[src/rtl/pipeline_hazard_ctrl.sv]
// Pipeline hazard controller: load-use bubbles, branch flushes, multi-cycle MDU
// stalls (RUN/BUSY/HOLD FSM) and a saturating stalled-cycle counter.
module pipeline_hazard_ctrl #(
  parameter int CNT_W = 16
) (
  input  logic             clk,
  input  logic             rst_n,
  input  logic             memory_stall,
  input  logic             MemRead_2,
  input  logic [4:0]       Rd_2,
  input  logic [4:0]       Rs1_1,
  input  logic [4:0]       Rs2_1,
  input  logic             branch_taken_1,
  input  logic             mdu_req_2,
  input  logic             mdu_done,
  input  logic             cnt_clr,
  output logic             pipe_stall,
  output logic             stall_front,
  output logic             bubble_idex,
  output logic             flush_ifid,
  output logic             mdu_start,
  output logic [CNT_W-1:0] stall_cnt
);

  typedef enum logic [1:0] {RUN, BUSY, HOLD} state_t;

  localparam logic [CNT_W-1:0] CNT_MAX = '1;
  localparam logic [CNT_W-1:0] CNT_ONE = {{(CNT_W-1){1'b0}}, 1'b1};

  state_t           r_state;
  state_t           w_state_next;
  logic [CNT_W-1:0] r_cnt;
  logic             w_mdu_hold;
  logic             w_load_use;
  logic             w_pipe_stall;
  logic             w_bubble;

  always_ff @(posedge clk) begin
    if (!rst_n) r_state <= RUN;
    else        r_state <= w_state_next;
  end

  // Every output is forced low while reset is asserted so a half-finished
  // MDU operation cannot leak a stall or a launch pulse.
  always_comb begin
    w_state_next = r_state;
    w_mdu_hold   = 1'b0;
    w_load_use   = 1'b0;
    w_pipe_stall = 1'b0;
    w_bubble     = 1'b0;
    flush_ifid   = 1'b0;
    mdu_start    = 1'b0;

    case (r_state)
      RUN: begin
        if (mdu_req_2 && !memory_stall) begin
          w_state_next = BUSY;
          mdu_start    = rst_n;
        end
      end
      BUSY: begin
        w_mdu_hold = !mdu_done;
        if (mdu_done) w_state_next = memory_stall ? HOLD : RUN;
      end
      HOLD: begin
        w_mdu_hold = 1'b1;
        if (!memory_stall) w_state_next = RUN;
      end
      default: w_state_next = RUN;
    endcase

    w_load_use   = MemRead_2 && (Rd_2 != 5'd0) && ((Rd_2 == Rs1_1) || (Rd_2 == Rs2_1));
    w_pipe_stall = rst_n && (memory_stall || w_mdu_hold || ((r_state == RUN) && mdu_req_2));
    w_bubble     = rst_n && w_load_use && !w_pipe_stall;
    // A load-use stall postpones the flush until the branch operands arrive.
    flush_ifid   = rst_n && branch_taken_1 && !w_pipe_stall && !w_load_use;
  end

  assign pipe_stall  = w_pipe_stall;
  assign stall_front = w_bubble;
  assign bubble_idex = w_bubble;

  always_ff @(posedge clk) begin
    if (!rst_n || cnt_clr)
      r_cnt <= '0;
    else if ((w_pipe_stall || w_bubble) && (r_cnt != CNT_MAX))
      r_cnt <= r_cnt + CNT_ONE;
  end

  assign stall_cnt = r_cnt;

endmodule

[config.mk]
export PLATFORM = sky130hd
export DESIGN_NAME = pipeline_hazard_ctrl
export DESIGN_NICKNAME = d
export VERILOG_FILES = /design/src/rtl/pipeline_hazard_ctrl.sv
export SDC_FILE = /design/constraint.sdc
export NUM_CORES = 1
export LEC_CHECK = 0
export ABC_AREA = 1
export BUFFER_PORTS_ARGS = -buffer_cell sky130_fd_sc_hd__buf_2
export CAP_MARGIN = 20
export CORE_MARGIN = 4
export CORE_UTILIZATION = 45
export DETAILED_ROUTE_END_ITERATION = 16
export PLACE_DENSITY = 0.75
export SYNTH_ARGS = -nofsm -noshare
export SYNTH_HDL_FRONTEND = slang
export SYNTH_SLANG_ARGS = --single-unit
[constraint.sdc]
create_clock -name clk -period 1.8 [get_ports clk]
set_clock_uncertainty 0.1 [all_clocks]
set_input_delay 0.18 -clock clk [delete_from_list [all_inputs] [get_ports clk]]
set_output_delay 0.18 -clock clk [all_outputs]
set_load 0.005 [all_outputs]
==> qor.yml <==
wl_per_cell_um: 10.6
fin_setup_tns_ns: -1.77
r2r-start: "r_state[1]"
antenna_cells: 0
synth_top_family_by_area: "simple AND/OR/NAND/NOR gates"
clock_latency_ns: 0.29
die_y_um: 62.1
grt_pass1_wl_um: 5020
worstPathRequired_ns: 1.52
start_util: 0.473
hp-class: "in2reg"
drt_wl_total_um: 3180
cts_tree: "yes"
ctsHoldBuffers: 0
drive_above_1_share: 0.330
drc: 0
cap_violations: 0
dr.first_iter.drc_count: 86
vias: 1470
ys_ff_latch: 18
nNetsFinal: 300
stdcell_count: 301
tightest_slew_ns: 0.447
fmax_ghz: 0.507
syn_area_um2: 1320
crit_fanout: 2
hpwlAfterDp_um: 2200
port_buffers: 43
post-route-period-util: 1.10
ff2ff_path_depth: 13
antenna_found_initial: 0
r2r-end: "stall_cnt[9]"
synthArstFlopShare: 0
synthFlopType: "dfxtp_1"
synthMuxAreaShare: 0
finalWorstSetupSlack_ns: -0.173
synth_top_area_share: 0.274
whs_ns: 0.0577
htreeDepth: 1
cts_sinks: 18
place_congestion: 0.798
final_antenna_net_count: 0
worstPathArrival_ns: 1.69
critical_path_buf_inv_count: 4
rsz0062_at_grt: "yes"
first_global_vias: 1226
peakVddDrop_uv: 470
overflow: 0
critical-path-max-stage-delay_ns: 0.35
start_kind: "flop"
synthXorXnorAreaFrac: 0.0133
final_hold_viol_count: 0
root_buffer: "clkbuf_4"
cts_buffers: 3
post-route-util: 0.637
synth_compound_area_frac: 0.0846
clk_path_buf_depth: 2
synth_fa_ha_area_frac: 0.0475
area_delta_synth_final_pct: 34.7
avgViaCountPerCell: 4.88
yosys.area.top_type: "dfxtp_1"
ios: 44
yosysWarnings: 0
seq_area_frac_synth: 0.274
whs_path_depth: 3
slew_viol_final: 0
yosys.cell_types.count: 30
worst_hold_path.endpoint: "r_state[0]"
finalSetupViolations: 20
fp.dieW_um: 62.1
core_area_um2: 2780
violations: "negative setup slack"
cts.clk_slew.worst_paths_ns: 0.10
place_inst: 293
pwr_density_cell_nw_per_um2: 679
grt_start_max_net_pins: 17
die_area_um2: 3850
synth_most_common_cell: "nand2_1"
period_needed_ns: 1.97
r2r_setup_slack_ns: -0.10
synth_common_cells: "nand2_1, nor2_1, inv_1"
row_count: 19
synth-edff-count: 0
crit_family: "simple AND/OR/NAND/NOR gates"
crit_type: "reg2out"
path_cells: "inv_2, ha_4, inv_2, or2_1, inv_1, o21ai_1, nand3_1, nand2_1, nand3_1, a21oi_1, buf_2"
synth_fp_nets: 248
drtPass1Iterations: 4
status: "complete, but fails checks"
max_slew_margin: 0.699
ys_top_cells_by_area: "dfxtp_1, nand2_1, nor2_1"
track_usage: 0.172
syn_inst: 220
cp_slowest_cell: "dfxtp_2"
p_leak_nw: 0.882
hp-start: "rst_n"
syn_avg_cell_area_um2: 5.98
worst_setup_path_end_kind: "output pin"
synth-simple-area-share: 0.454
==> area by class of cell <==
cell class,instances,area [µm²]
fill,258,1010
clock buffer,3,22.5
inverter,33,124
multi-input combinational,164,883
sequential,18,363
timing repair buffer,52,342
tap,31,38.8
==> worst register-to-register path, cell delays in order, from the launching register on <==
cell     delay, ns
dfxtp_2       0.35
inv_2         0.05
ha_4          0.16
inv_2         0.04
or2_1         0.11
inv_1         0.04
o21ai_1       0.13
nand3_1       0.12
nand2_1       0.11
buf_4         0.15
nand2_8       0.08
buf_16        0.17
a21oi_1       0.13
nor2_1        0.06
==> power by group <==
group          internal, mW  switching (mW)  total (mW)
clock                0.0778           0.115       0.193
combinational         0.271           0.286       0.557
sequential            0.429          0.0240       0.453
==> sequential cells by signal (all words and copies together) (netlist names) <==
register,count
r_state,2
stall_cnt,16
==> stage by stage <==
stage	area (µm²)	worst slack, ns	total power [mW]
after floorplan	1320	0.0823	0.714
after global placement	1570	0.0471	0.815
after detailed placement	1570	-0.00304	0.822
after CTS	1720	-0.142	1.16
after global routing	1770	-0.356	1.30
final	1770	-0.173	1.20
==> worst max-delay path by stage <==
stage          cells after the start           end       start
5_1_grt                           11    flush_ifid  r_state[1]
4_1_cts                            9    flush_ifid  r_state[1]
3_3_place_gp                      13  stall_cnt[2]  r_state[1]
6_report                          11    flush_ifid  r_state[1]
2_1_floorplan                     13  stall_cnt[1]  r_state[1]
3_5_place_dp                      13  stall_cnt[0]  r_state[1]
==> placed cells by master, fill, tap and decap left out, types with 2 or more instances in the layout <==
cell	Yosys	routed
o21ai_0	2	2
nor2_2	1	2
a21oi_1	16	7
nand3b_1	2	2
ha_4	0	2
inv_2	7	10
buf_2	1	42
nand3_1	21	21
inv_1	25	22
clkbuf_4	0	3
nand2_1	62	61
buf_4	1	6
nor3_1	3	2
dfxtp_2	0	2
a21oi_2	1	10
dfxtp_1	18	16
nor2_1	38	37
ha_1	5	3
buf_16	0	2
xnor2_1	2	2
==> metal layers <==
metal	wire length, µm	part of all wire	global-route usage	vias up
li1	-	-	-	796
met1	1400	0.44	0.228	632
met2	1550	0.49	0.281	38
met3	191	0.060	0.0372	4
met4	40	0.013	0.0455	0
met5	0	0	0	-
==> cells by family (layout without fill, tap and decap cells) <==
| family | after synthesis | after routing |
|---|---|---|
| compound gates | 21 | 21 |
| fa+ha+maj | 5 | 5 |
| xor+xnor | 2 | 2 |
| flops | 18 | 18 |
| buf+inv | 38 | 88 |
| simple gates | 136 | 136 |
==> repair_timing <==
action                                  4_1_cts  5_1_grt
cloned                                        2        0
pin swaps                                     5        4
buffers inserted                              2        1
endpoints found under the setup margin        6       20
resized for setup                            13       14
Note: power is estimated with default switching activity, not from simulation.
